$ cat config.mk
export PLATFORM = sky130hd
export DESIGN_NAME = binary_to_bcd_encoder
export DESIGN_NICKNAME = d
export VERILOG_FILES = /design/src/rtl/binary_to_bcd_encoder.sv
export SDC_FILE = /design/constraint.sdc
export NUM_CORES = 1
export LEC_CHECK = 0
export ABC_AREA = 1
export BUFFER_PORTS_ARGS = -buffer_cell sky130_fd_sc_hd__clkbuf_2
export CORE_MARGIN = 2
export CORE_UTILIZATION = 35
export CTS_BUF_LIST = sky130_fd_sc_hd__clkbuf_4
export DETAILED_ROUTE_END_ITERATION = 10
export GPL_ROUTABILITY_DRIVEN = 0
export PLACE_DENSITY = 0.54
export SYNTH_ARGS = -nofsm -noshare
export SYNTH_HDL_FRONTEND = slang
export SYNTH_SLANG_ARGS = --single-unit
$ cat constraint.sdc
create_clock -name clk -period 1.4 [get_ports clk]
set_input_delay 0.14 -clock clk [delete_from_list [all_inputs] [get_ports clk]]
set_output_delay 0.14 -clock clk [all_outputs]
set_load 0.05 [all_outputs]
$ cat src/rtl/binary_to_bcd_encoder.sv
// Sequential double-dabble binary-to-BCD converter: one shift-and-add-3 iteration per clock.
// Start/busy/done handshake; bcd and overflow hold their value between conversions.
module binary_to_bcd_encoder #(
    parameter int unsigned WIDTH  = 8,
    parameter int unsigned DIGITS = 3
) (
    input  logic                  clk,
    input  logic                  rst_n,
    input  logic                  start,
    input  logic [WIDTH-1:0]      bin,
    output logic                  busy,
    output logic                  done,
    output logic [4*DIGITS-1:0]   bcd,
    output logic                  overflow
);

    localparam int unsigned BCD_W = 4 * DIGITS;
    localparam int unsigned CNT_W = $clog2(WIDTH + 1);

    typedef enum logic {
        S_IDLE,
        S_SHIFT
    } state_e;

    state_e             state_q, state_d;
    logic [WIDTH-1:0]   shift_q, shift_d;
    logic [BCD_W-1:0]   scratch_q, scratch_d;
    logic [CNT_W-1:0]   cnt_q, cnt_d;
    logic               ovf_acc_q, ovf_acc_d;
    logic               busy_q, busy_d;
    logic               done_q, done_d;
    logic [BCD_W-1:0]   bcd_q, bcd_d;
    logic               overflow_q, overflow_d;

    logic [BCD_W-1:0]   adj;
    logic [BCD_W-1:0]   scratch_nxt;
    logic [WIDTH-1:0]   shift_nxt;
    logic               carry_out;

    // One iteration: per-digit add-3 (no inter-digit carry), then shift {scratch, shift} left.
    always_comb begin
        adj = scratch_q;
        for (int k = 0; k < int'(DIGITS); k++) begin
            if (scratch_q[4*k +: 4] >= 4'd5) begin
                adj[4*k +: 4] = scratch_q[4*k +: 4] + 4'd3;
            end
        end
        carry_out   = adj[BCD_W-1];
        scratch_nxt = {adj[BCD_W-2:0], shift_q[WIDTH-1]};
        shift_nxt   = shift_q << 1;
    end

    always_comb begin
        state_d    = state_q;
        shift_d    = shift_q;
        scratch_d  = scratch_q;
        cnt_d      = cnt_q;
        ovf_acc_d  = ovf_acc_q;
        busy_d     = busy_q;
        done_d     = 1'b0;
        bcd_d      = bcd_q;
        overflow_d = overflow_q;

        unique case (state_q)
            S_IDLE: begin
                if (start) begin
                    shift_d   = bin;
                    scratch_d = '0;
                    cnt_d     = '0;
                    ovf_acc_d = 1'b0;
                    busy_d    = 1'b1;
                    state_d   = S_SHIFT;
                end
            end
            S_SHIFT: begin
                shift_d   = shift_nxt;
                scratch_d = scratch_nxt;
                ovf_acc_d = ovf_acc_q | carry_out;
                cnt_d     = cnt_q + CNT_W'(1);
                // Last iteration: publish result including this iteration's carry-out.
                if (cnt_q == CNT_W'(WIDTH - 1)) begin
                    bcd_d      = scratch_nxt;
                    overflow_d = ovf_acc_q | carry_out;
                    done_d     = 1'b1;
                    busy_d     = 1'b0;
                    state_d    = S_IDLE;
                end
            end
            default: state_d = S_IDLE;
        endcase
    end

    always_ff @(posedge clk or negedge rst_n) begin
        if (!rst_n) begin
            state_q    <= S_IDLE;
            shift_q    <= '0;
            scratch_q  <= '0;
            cnt_q      <= '0;
            ovf_acc_q  <= 1'b0;
            busy_q     <= 1'b0;
            done_q     <= 1'b0;
            bcd_q      <= '0;
            overflow_q <= 1'b0;
        end else begin
            state_q    <= state_d;
            shift_q    <= shift_d;
            scratch_q  <= scratch_d;
            cnt_q      <= cnt_d;
            ovf_acc_q  <= ovf_acc_d;
            busy_q     <= busy_d;
            done_q     <= done_d;
            bcd_q      <= bcd_d;
            overflow_q <= overflow_d;
        end
    end

    assign busy     = busy_q;
    assign done     = done_q;
    assign bcd      = bcd_q;
    assign overflow = overflow_q;

endmodule
# Word level (Yosys, flattened, before mapping)
# Index checks and enable logic that the tools add are counted.
[totals] out_inout_bits=15 reg_bits=41 elab_cells=42 input_bits=11
[classes] order_cmp=3 mux=19 n_reduce_logical=2 n_bitwise=2 eq_ne=3 addsub=4
[ops] operator="$pmux 12 s2" n=1
[ops] operator="$mux 4" n=4
[ops] operator="$pmux 8 s2" n=1
[ops] operator="$add 4x2->4 const B" n=3
[ops] operator="$ge 4x3->1 const B" n=3
[ops] operator="$mux 12" n=1
[ops] operator="$mux 8" n=1
[ops] operator="$pmux 4 s2" n=1
[ops] operator="$mux 1" n=7
[ops] operator="$pmux 1 s2" n=3
[ops] operator="$add 4x1->4 const B" n=1
[ops] operator="$eq 4x3->1 const B" n=1
[ops] operator="$reduce_and 2->1" n=2
[ops] operator="$ne 2x1->1 const B" n=1
[ops] operator="$ne 2x2->1 const B" n=1
[ops] operator="$not 1->1" n=1
[ops] operator="$or 1x1->1" n=1

# Depth between registers and ports, before layout
[logic_depth] word_depth=4 mapped_depth=8 depth_no_buf=8

# Least setup slack after synthesis
# Ideal clock, no wire load.
[synth_timing] path_type="reg2reg" from="register scratch_q[0]" to="register bcd_q[1] (netlist: bcd[1])" n_path_buf=0 synth_period_minus_slack_ps=1307 slack_ps=93 setup_time_ps=66 arrival_time_ps=1241 stages_incl_launch_ff=9 t_required_ps=1334 cell_sequence="dfrtp_1 -> inv_1 -> ha_1 -> inv_1 -> o21ai_0 -> nand2_1 -> nand2_1 -> nand3_1 -> nand2_1"
[synth_via] elab_chain_cells=2 elab_cells_between_ends=3 cone_classes="add/sub (1); order compare (1); mux (1)"
[synth_rtl] item="start, declared" line_no="27" source="logic [BCD_W-1:0] scratch_q, scratch_d;"
[synth_rtl] item="start signal, assigned" line_no="107" source="scratch_q <= scratch_d;"
[synth_rtl] item="$add 4x2->4 or $ge 4x3->1 (tied branches)" line_no="45, 44"
[synth_rtl] item="$mux 4 *" line_no="44" source="if (scratch_q[4*k +: 4] >= 4'd5) begin"
[synth_rtl] item="end signal, assigned" line_no="102" source="bcd_q <= '0;"
[synth_rtl] item="end signal, assigned" line_no="112" source="bcd_q <= bcd_d;"
[synth_rtl] item="end, declared" line_no="32" source="logic [BCD_W-1:0] bcd_q, bcd_d;"
# Every way passes the cells marked *; elsewhere a longest branch is shown, timed or not.
# A chain may end at the register's enable or synchronous reset.

# Final worst setup path
[layout_timing] from="register cnt_q[0]" to="register bcd_q[9] (netlist: bcd[9])"
[layout_via] elab_chain_cells=2
[layout_rtl] item="start, declared" line_no="28" source="logic [CNT_W-1:0] cnt_q, cnt_d;"
[layout_rtl] item="start signal, assigned" line_no="108" source="cnt_q <= cnt_d;"
[layout_rtl] item="$eq 4x3->1" line_no="81" source="if (cnt_q == CNT_W'(WIDTH - 1)) begin"
[layout_rtl] item="$reduce_and 2->1 (no source line)"
# Every way passes these cells.

==> results by stage <==
Status:
- The run finished with clean final reports.

Finish:
- Fill cells in the final layout number around 540.
- Compared with the post-synthesis result, the final layout area differs by 30.3%.
- The commonest non-fill, non-tap cell in the layout is sky130_fd_sc_hd__nand2_1.
- The finished cells cover about 0.0025 mm2.
- The top cell types in the final layout, fill and taps aside, are 88 x sky130_fd_sc_hd__nand2_1, 40 x sky130_fd_sc_hd__dfrtp_1, 31 x sky130_fd_sc_hd__nand3_1.
- The fraction of layout cells with a size suffix above 1 is between 20 and 25%.
- The multi-input combinational cells in the finished layout cover a total of a little over 800 um2.
- The number of nets in the finished design is 307.
- The number of antenna diodes in the final layout is 0.
- In the final layout, flip-flops and latches occupy a little over 0.001 mm2.

Setup path:
- In this run the critical register-to-register path is launched from cnt_q[0].
- STA classifies the critical path startpoint as a flip-flop.
- The classification of the worst setup path is flip-flop to flip-flop.
- The capturing point of the worst reg2reg path is bcd[9].
- The depth of the worst register-to-register path is 7.
- Data on the critical path is required at its endpoint by about 1600 ps.
- Along the worst path, the maximum fanout reaches 8.
- STA puts the critical path data arrival time at between 1500 and 2000 ps.
- STA classifies the critical path endpoint as a flip-flop.
- The setup check on the worst reg-to-reg path leaves a slack of about 79 ps.
- The critical path startpoint is cnt_q[0].

GRT:
- The global routing usage summed across all routing layers is between 10 and 15%.
- The residual overflow from global routing is 0.
- The via count of the first global-routing pass is 1569.
- In the global route stage, met1 resource usage came out at between 20% and 30%.
- The number of antenna violations at the first check in global routing is 0.
- The met3 usage in global routing is about 3.8%.
- After global routing, the most crowded layer is met2.
- Entering global routing, the biggest net connects 42 pins.
- Global routing used about a quarter of the available met2 tracks.
- The first-pass GRT wire length is between 7000 and 8000 um.

Synth:
- The synthesized design contains about 40 register bits.
- The synthesized instance count is 231.
- Synthesis instantiated 20 different standard cells from the library.
- The number of warnings reported in the yosys synthesis log is 0.
- The cell area after technology mapping is between 0.0015 and 0.002 mm2.
- The sequential fraction of the synthesis area is 53.6%.
- The mean area per synthesized cell is approximately 8.3 um2.
- The number of nets in the synthesized netlist is 249.

Route:
- After detailed routing, the number of remaining DRC violations is 0.
- The detailed router's first-iteration violation count is between 40 and 50.
- In the final routed layout, each cell accounts on average for 11.5 um.
- The routed layout has around 1600 vias.
- Using the TritonRoute via totals, the vias-per-cell ratio works out to 4.51.
- The iteration count of the initial detailed-routing pass is 6.
- Once detail routing completed, the nets flagged for antenna violations numbered 0.
- Summed over all layers, the routed wires come to 4140 um.

Place:
- The post-detailed-placement half-perimeter wirelength is between 2000 and 3000 um.
- Before CTS, the worst setup slack after placement is -19.0 ps.
- The number of I/O port buffers is 25.
- The placement-stage cell area is between 0.002 and 0.0025 mm2.

Floorplanning:
- In this run the core area contains 26 standard-cell rows.
- 26 I/O pins were placed.
- From bottom edge to top edge, the die measures 78.0 um.
- For this configuration, the core starts out at a cell density of between 30% and 40%.
- The horizontal extent of the die is just under 80 um.
- The total area inside the core boundary comes to around 0.0052 mm2.
- The die covers just over 0.006 mm2.

STA:
- The hold violation count in the final report came to 0.
- The final period demand of the worst path is 1320 ps.
- After layout, the worst path uses ~94% of the clock period.
- Measured against its own limit, the worst slew margin works out to a little over 80%.
- Static timing analysis puts the maximum clock frequency at 757 MHz.
- Setup violations remaining at the end of the flow were counted as 0.
- The number of slew-limit violations in the final report is 0.
- At the pin with the least slew margin, the transition time is slightly below 300 ps.
- The final worst slack is 79.3 ps.
- Across the routed clock network, the largest skew measured is roughly 12 ps.

Hold path:
- The class of the tightest hold or removal check is primary input to flip-flop.
- The worst hold path passes through 3 cells.
- The startpoint of the most critical hold path is bin[7].
- The endpoint with the worst hold slack is shift_q[7].

Power and ir drop:
- The ratio of total power to cell area is between 2000 and 2500 mW/mm2.
- Summed over all cells, the static leakage comes to between 0.001 and 0.0015 uW.
- The worst-case IR drop observed on VDD is 1.20 mV.

Run:
- The total of max-cap violations is 0.

Clocking:
- The tree is rooted in a sky130_fd_sc_hd__clkbuf_4.
- The clock net sink count is 41.
- Buffers inserted during clock tree synthesis total 5.
- TritonCTS built the clock tree.
- In this run the number of H-tree levels came out at 2.
- Clock latency on the worst-skew pair, taken at its later pin, is 340 ps.
- The CTS clock-pin slew for the worst setup and hold paths is approximately 120 ps.
- No sink is reached through more buffers than the 2 on the longest clock path.
-- per-stage QoR --
stage                     setup TNS [ps]  cells  power [uW]  utilization (%)  hold WS [ps]
final                                  0    360        6110             48.0          28.3
after global routing               -8.05    360        6760             48.0          7.22
after CTS                              0    354        5880             45.8          6.67
after detailed placement           -75.8    338        5250             43.2           137
after global placement             -15.7    338        5200             43.2           140
after floorplan                        0    231        4300                -          -156
-- report_power, final --
part	internal, uW	switching, uW
clock network	190	392
logic	1270	2150
registers	1720	384
total	3180	2930
-- per-layer routing --
| layer | share of wire (%) | wire, um | vias up |
|---|---|---|---|
| li1 | - | - | 855 |
| met1 | 49 | 2030 | 733 |
| met2 | 46 | 1900 | 30 |
| met3 | 3.6 | 150 | 6 |
| met4 | 1.5 | 63 | 0 |
| met5 | 0 | 0 | - |
-- worst max-delay path by stage --
stage,endpoint,depth (start not counted)
CTS,bcd[7],6
finish,bcd[9],7
global route,bcd[5],8
floorplan,bcd[1],8
detailed placement,bcd[4],7
global placement,bcd[9],7
-- critical path: stages (launching register included) --
cell,delay [ps]
sky130_fd_sc_hd__dfrtp_1,400
sky130_fd_sc_hd__ha_1,200
sky130_fd_sc_hd__inv_1,70
sky130_fd_sc_hd__nor3_4,140
sky130_fd_sc_hd__buf_12,140
sky130_fd_sc_hd__clkinv_2,120
sky130_fd_sc_hd__nand2_1,90
sky130_fd_sc_hd__nand2_1,60
-- state kept, by name, summed over array words and instances (netlist names) --
register / cells
bcd: 12
scratch_q: 12
shift_q: 8
cnt_q: 4
busy: 1
done: 1
overflow: 1
ovf_acc_q: 1
state_q: 1
-- area by class of cell --
class                      instances  share of cell area (%)
sequential                        41                    41.2
timing repair buffer              56                    16.8
clock buffer                       5                    1.50
clock inverter                     3                   0.702
multi-input combinational        163                    32.8
timing repair inverter             1                   0.201
tap                               70                    3.51
inverter                          21                    3.36
-- cells in the mapped netlist (all sizes together) --
library cell	instances	share of area [%]
ha	7	4.6
dfrtp	41	54
nor2	8	1.6
a22o	1	0.46
a22oi	1	0.39
nand2	92	18
o211ai	1	0.39
nand4	1	0.33
clkinv	1	0.20
nand3	32	8.4
inv	20	3.9
xnor2	1	0.46
nor3	1	0.85
buf	6	2.0
o21ai	14	3.7
a21oi	1	0.26
o22ai	3	0.98
-- timing repair --
item / CTS / global route
gates resized for setup: 3 / 20
hold buffers: 8 / 0
hold endpoints to repair: 48 / 0
endpoints found under the setup margin: 14 / 23
pin swaps: 0 / 3
gates cloned: 0 / 1
setup buffers: 0 / 5
-- cells by family after synthesis --
family                   Yosys count  synth area share (%)
AO/OA/AOI/OAI                     21                  6.14
XOR/XNOR                           1                 0.457
adder cells (fa/ha/maj)            7                  4.57
buffers and inverters             27                  6.14
flip-flops                        41                  53.6
AND/OR/NAND/NOR                  134                  29.1
Note: power is estimated with default switching activity, not from simulation.
